$ cat config.mk
export PLATFORM = sky130hd
export DESIGN_NAME = mem_arbiter
export DESIGN_NICKNAME = d
export VERILOG_FILES = /design/src/rtl/mem_arbiter.sv
export SDC_FILE = /design/constraint.sdc
export NUM_CORES = 1
export LEC_CHECK = 0
export BUFFER_PORTS_ARGS = -buffer_cell sky130_fd_sc_hd__buf_2
export CORE_ASPECT_RATIO = 1.75
export CORE_MARGIN = 5
export CORE_UTILIZATION = 49
export DETAILED_ROUTE_END_ITERATION = 10
export GPL_TIMING_DRIVEN = 0
export HOLD_SLACK_MARGIN = 0.06
export PLACE_DENSITY_LB_ADDON = 0.25
export SLEW_MARGIN = 20
export SYNTH_ARGS = -nofsm -noshare
export SYNTH_HDL_FRONTEND = slang
export SYNTH_SLANG_ARGS = --single-unit
$ cat constraint.sdc
create_clock -name clk -period 2.9 [get_ports clk]
set_input_delay 0.145 -clock clk [delete_from_list [all_inputs] [get_ports clk]]
set_output_delay 0.145 -clock clk [all_outputs]
set_load 0.02 [all_outputs]
$ cat src/rtl/mem_arbiter.sv
// rtl/mem_arbiter.sv - shared main-memory port arbiter for I-fetch and D-side misses
// D-priority with bounded I starvation, per-transaction timeout, saturating grant counters.
module mem_arbiter #(
  parameter int TIMEOUT  = 64,
  parameter int MAX_DWIN = 4
) (
  input  logic        clk,
  input  logic        rst,
  input  logic        i_req,
  input  logic [15:0] i_addr,
  output logic        i_done,
  output logic [15:0] i_rdata,
  input  logic        d_req,
  input  logic        d_wr,
  input  logic [15:0] d_addr,
  input  logic [15:0] d_wdata,
  output logic        d_done,
  output logic [15:0] d_rdata,
  output logic        err,
  output logic        mem_en,
  output logic        mem_wr,
  output logic [15:0] mem_addr,
  output logic [15:0] mem_wdata,
  input  logic        mem_ready,
  input  logic [15:0] mem_rdata,
  output logic [15:0] i_grant_cnt,
  output logic [15:0] d_grant_cnt,
  output logic        busy
);

  typedef enum logic [1:0] {IDLE, BUSY, DONE} state_t;

  state_t     state;
  logic       sel_d;
  logic [7:0] tcnt;
  logic [3:0] dwin;
  logic       grant_d;

  // I wins only once D has taken MAX_DWIN grants in a row while I was waiting
  always_comb begin
    grant_d = d_req && !(i_req && (dwin == 4'(MAX_DWIN)));
  end

  always_ff @(posedge clk) begin
    if (rst) begin
      state       <= IDLE;
      sel_d       <= 1'b0;
      tcnt        <= 8'd0;
      dwin        <= 4'd0;
      i_done      <= 1'b0;
      i_rdata     <= 16'd0;
      d_done      <= 1'b0;
      d_rdata     <= 16'd0;
      err         <= 1'b0;
      mem_en      <= 1'b0;
      mem_wr      <= 1'b0;
      mem_addr    <= 16'd0;
      mem_wdata   <= 16'd0;
      i_grant_cnt <= 16'd0;
      d_grant_cnt <= 16'd0;
      busy        <= 1'b0;
    end else begin
      i_done  <= 1'b0;
      d_done  <= 1'b0;
      err     <= 1'b0;
      i_rdata <= 16'd0;
      d_rdata <= 16'd0;
      case (state)
        IDLE: begin
          if (i_req || d_req) begin
            state  <= BUSY;
            busy   <= 1'b1;
            mem_en <= 1'b1;
            sel_d  <= grant_d;
            tcnt   <= 8'd0;
            if (grant_d) begin
              mem_wr    <= d_wr;
              mem_addr  <= d_addr;
              mem_wdata <= d_wdata;
              dwin      <= i_req ? dwin + 4'd1 : 4'd0;
              if (d_grant_cnt != 16'hFFFF) d_grant_cnt <= d_grant_cnt + 16'd1;
            end else begin
              mem_wr    <= 1'b0;
              mem_addr  <= i_addr;
              mem_wdata <= 16'd0;
              dwin      <= 4'd0;
              if (i_grant_cnt != 16'hFFFF) i_grant_cnt <= i_grant_cnt + 16'd1;
            end
          end
        end
        BUSY: begin
          tcnt <= tcnt + 8'd1;
          // a ready arriving on the last allowed cycle still counts as success
          if (mem_ready || (tcnt == 8'(TIMEOUT - 1))) begin
            state  <= DONE;
            mem_en <= 1'b0;
            err    <= !mem_ready;
            if (sel_d) begin
              d_done  <= 1'b1;
              d_rdata <= (mem_ready && !mem_wr) ? mem_rdata : 16'd0;
            end else begin
              i_done  <= 1'b1;
              i_rdata <= mem_ready ? mem_rdata : 16'd0;
            end
          end
        end
        DONE: begin
          state <= IDLE;
          busy  <= 1'b0;
        end
        default: begin
          state <= IDLE;
          busy  <= 1'b0;
        end
      endcase
    end
  end

endmodule

# == Word-level counts from Yosys, hierarchy flattened ==
# Cells that the tools add are included.
# totals
ff_bits,117
# op_classes
muxes,16
bitwise_logic,6
add_sub_neg,4
eq_ne,7
n_reduce_logical,20
# op_table
operator,n
"adder 16 x 1 -> 16 bit, second input constant",2
two-way mux 16 bit,2
"inequality test 16 bit, second input constant",2
case mux 8 bit (2 select lines),1
OR reduction 5 bit,2
"adder 8 x 1 -> 8 bit, second input constant",1
"equality test 8 x 6 -> 1 bit, second input constant",1
two-way mux 4 bit,2
two-way mux 8 bit,1
AND reduction 2 bit,4
AND reduction 4 bit,2
inverter 1 bit,6
two-way mux 1 bit,5
"adder 4 x 1 -> 4 bit, second input constant",1
"equality test 4 x 3 -> 1 bit, second input constant",1
two-way mux 2 bit,2
"inequality test 2 bit, second input constant",2
case mux 1 bit (2 select lines),2
case mux 2 bit (2 select lines),1
logical AND 1 bit,3
logical NOT 1 bit,3
AND reduction 3 bit,1
OR reduction 3 bit,1
"equality test 2 x 1 -> 1 bit, second input constant",1
3 further kinds,4

# == Depth between registers and ports, before layout ==
# logic_depth
depth_word,6
depth_mapped,8

# == Worst setup path before layout ==
# Ideal clock, no wire load.
# synth_path
path_kind,register to register
from,register dwin[0]
to,register i_grant_cnt[11]
path_stages_with_launch,8
t_required_ns,2.830
period_less_slack_ns,2.258
slack_ns,0.642
path_buffers,0
arrival_time_ns,2.188
cell_sequence,dfxtp_1 > inv_1 > ha_1 > nand4b_2 > a2111o_1 > or3_4 > or4_1 > a21oi_1
# synth_between
elab_chain_cells,6
# synth_rtl
element,line,source
from (decl),36,logic [3:0] dwin;
from (signal assigned),80,dwin <= i_req ? dwin + 4'd1 : 4'd0;
equality test 4 x 3 -> 1 bit,41,grant_d = d_req && !(i_req && (dwin == 4'(MAX_DWIN)));
logical AND 1 bit,41,
logical NOT 1 bit,41,
logical AND 1 bit,41,
inverter 1 bit (no source line),-,
AND reduction 4 bit (no source line),-,
to (signal assigned),87,if (i_grant_cnt != 16'hFFFF) i_grant_cnt <= i_grant_cnt + 16'd1;
to (decl),26,"output logic [15:0] i_grant_cnt,"
# No other way between the ends.
# A chain may end at the register's enable or synchronous reset.

# == Final worst setup path ==
# layout_path
from,register state[1]
to,register mem_addr[5]
# layout_between
elab_chain_cells,2
# layout_rtl
element,line,source
from (decl),33,state_t state;
from (signal assigned),46,state <= IDLE;
from (signal assigned),71,state <= BUSY;
from (signal assigned),95,state <= DONE;
logical NOT 2 bit,68,case (state)
AND reduction 2 bit (no source line),-,
to (signal assigned),78,mem_addr <= d_addr;
to (signal assigned),84,mem_addr <= i_addr;
to (decl),22,"output logic [15:0] mem_addr,"
# No other way between the ends.

==> impl_metrics.env <==
export IMPL_status="finished clean"
export IMPL_tightest_slew_ns=0.985
export IMPL_die_y_um=137
export IMPL_syn_area_um2=4550
export IMPL_p_comb_share_pct=11.8
export IMPL_routabilityCongestion=0.904
export IMPL_p_total_mw=4.37
export IMPL_synth_warnings=0
export IMPL_fin_hold_ws_ns=0.0865
export IMPL_cts_sinks=117
export IMPL_cts_buffers=17
export IMPL_path_buf_inv=2
export IMPL_synth_edf_count=0
export IMPL_io_buffers=170
export IMPL_dieWidth_um=82.8
export IMPL_syn_avg_cell_area_um2=8.76
export IMPL_report_final_slew_viol_count=0
export IMPL_synth_ff_type="dfxtp_1"
export IMPL_cts_root_buf="clkbuf_16"
export IMPL_async_flop_share_pct=0
export IMPL_final_util_pct=75.0
export IMPL_synth_seq_cells=117
export IMPL_final_common_cell="buf_2"
export IMPL_hold_violations=0
export IMPL_floorplan_initialDensity_pct=50.0
export IMPL_p_int_mw=3.33
export IMPL_p_leak_nw=3.01
export IMPL_cp_cell_sequence="nor3_1 > clkbuf_1 > nor2_1 > a311oi_1 > dlygate4sd3_1"
export IMPL_max_stage_delay_ns=0.75
export IMPL_fin_crit_sh_pct=96.6
export IMPL_num_vias=5046
export IMPL_end_kind="register"
export IMPL_critPathLaunchType="register"
export IMPL_finalCriticalPeriod_ns=2.80
export IMPL_power_switching_mw=1.05
export IMPL_cts_htree_levels=4
export IMPL_critPathTopFamily="buffers and inverters"
export IMPL_critical_path_slowest_cell="nor3_1"
export IMPL_antenna_found_initial=1
export IMPL_first_pass_iters=5
export IMPL_first_global_vias=5045
export IMPL_skew_ns=0.00885
export IMPL_netlist_instances=519
export IMPL_clk_latency_ns=0.41
export IMPL_rows=46
export IMPL_required_ns=3.24
export IMPL_ant_nets=0
export IMPL_cts_tree="done"
export IMPL_drv_cap=0
export IMPL_tns_ns=0
export IMPL_post_cts_buffers=0
export IMPL_placed_cells_incl_taps=809
export IMPL_grt_usage_pct=27.5
export IMPL_setup_viol=0
export IMPL_dr_first_iter_drc_count=376
export IMPL_power_frac_seq_pct=39.2
export IMPL_yosys_cell_types_count=37
export IMPL_layout_cells_non_filler=908
export IMPL_dieArea_um2=11400
export IMPL_fmax_mhz=357
export IMPL_vdd_ir_drop_max_mv=0.489
export IMPL_drc=0
export IMPL_timing_slew_headroom_pct=33.7
export IMPL_rsz0062_at_grt="no"
export IMPL_synth_seq_area_share_pct=51.5
export IMPL_boundaryPins=172
export IMPL_cp_arrival_ns=3.15
export IMPL_syn_nets=594
export IMPL_coreArea_um2=9090
export IMPL_viasPerCell=5.56
export IMPL_clkTransAtPathRegs_ns=0.05
export IMPL_final_cell_mix="170 x buf_2, 117 x dfxtp_1, 68 x nor2_1, 68 x nand2_1, 66 x dlygate4sd3_1"
export IMPL_p_sw_share_pct=24.0
export IMPL_setup_worst_path_class="register to register"
export IMPL_dp_hpwl_um=9960
export IMPL_p_per_area_nw_per_um2=642
export IMPL_nets=849
export IMPL_p_clk_share_pct=49.0
export IMPL_grt_start_max_net_pins=17
export IMPL_drive_above_1_share_pct=26.3
export IMPL_crit_fanout=10
export IMPL_drt_total_wl_um=15800
export IMPL_grt_pass1_wl_um=25000
export IMPL_hold_class="input pin to register"
export IMPL_wire_per_inst_um=17.5
export IMPL_overflow=0
export IMPL_cts_max_path_buffers=2
export IMPL_synthToLayoutAreaGrowth_pct=50.0
==> flip-flops by register name (all words and copies together), names as in the netlist, 2 cells and up <==
register and count:
i_grant_cnt 16, tcnt 8, d_grant_cnt 16, d_rdata 16, i_rdata 16, state 2, mem_wdata 16, dwin 4
mem_addr 16
==> path summary, 6_finish.rpt <==
path,from,end,slack (ns),cells past startpoint
worst max-delay path,state[1],mem_addr[5],0.1,5
worst min-delay path,i_req,dwin[1],0.09,3
worst max register to register,state[1],mem_addr[5],0.1,5
worst min register to register,mem_wdata[10],mem_wdata[10],0.46,2
==> cells in the mapped netlist (2+ instances only) <==
cell type  count  area share [%]
dfxtp_1      117              52
nand2_1       68             5.6
and3_1         6            0.83
nand4_1       12             1.7
ha_1           5             1.4
and4_1         2            0.39
nor4b_1        4            0.77
or4_1          3            0.50
and2_1        34             4.7
nor2_1        68             5.6
a21oi_1       33             3.6
nor3_1        10             1.1
clkbuf_1      29             2.4
o21ai_0        6            0.66
inv_1          3            0.25
xnor2_1       26             5.0
nand2b_1       2            0.28
a311oi_1      16             3.1
nand3_1       36             4.0
or3_1          2            0.28
nor3b_1        3            0.50
nor4_1        17             2.3
mux2_2         3            0.74
==> layout make-up <==
| type | instances | area (um^2) |
|---|---|---|
| diodes | 2 | 5.00 |
| fillers | 617 | 2270 |
| flip-flops and latches | 117 | 2340 |
| plain buffers | 29 | 111 |
| inverters | 3 | 11.3 |
| repair buffers | 236 | 1510 |
| clock buffers | 20 | 447 |
| multi-input cells | 370 | 2080 |
| clock inverters | 11 | 158 |
| well taps | 120 | 150 |
==> through the flow <==
stage	area, um^2	worst slack, ns
2_1_floorplan	4550	0.642
3_5_place_dp	5550	0.451
5_1_grt	6820	0.00919
4_1_cts	6810	0.260
6_report	6820	0.0987
3_3_place_gp	5550	0.516
==> power groups by stage <==
stage | clock network (mW) | logic [mW] | registers, mW
floorplan | 0 | 0.169 | 1.80
global placement | 0 | 0.394 | 1.74
detailed placement | 0 | 0.405 | 1.74
CTS | 2.16 | 0.496 | 1.71
global route | 2.24 | 0.554 | 1.72
finish | 2.14 | 0.518 | 1.72
==> cell families (layout without fill, tap and decap cells) <==
logic type / count (synthesis) / count (layout) / synth area share (%)
other: 0 / 2 / 0
DFF: 117 / 117 / 51.5
AOI/OAI and AO/OA: 64 / 64 / 9.11
buffers and inverters: 32 / 299 / 2.64
adders and majority gates: 5 / 5 / 1.38
muxes: 4 / 4 / 0.963
xor gates and xnor gates: 26 / 26 / 5.01
and+or+nand+nor: 271 / 271 / 29.4
==> routing by layer <==
metal | share of wire, % | vias to the layer above | global-route usage, % | routed length, um
li1 | - | 2315 | - | -
met1 | 35 | 2347 | 28.1 | 5480
met2 | 51 | 318 | 49.0 | 8150
met3 | 8.5 | 66 | 8.32 | 1350
met4 | 5.5 | 0 | 17.1 | 868
met5 | 0 | - | 0 | 0
==> worst register-to-register path, delay by kind of cell, from the launching register on <==
kind	cells	cell delay (ns)
buffers and inverters	2	1.09
and+or+nand+nor	2	0.90
DFF	1	0.36
AOI/OAI and AO/OA	1	0.39
==> timing repair <==
action | in CTS | in global routing
gates resized for setup | 0 | 4
endpoints found under the setup margin | 0 | 3
hold buffers | 66 | 0
endpoints found under the hold margin | 66 | 0
Power figures use the tool's default switching activity.
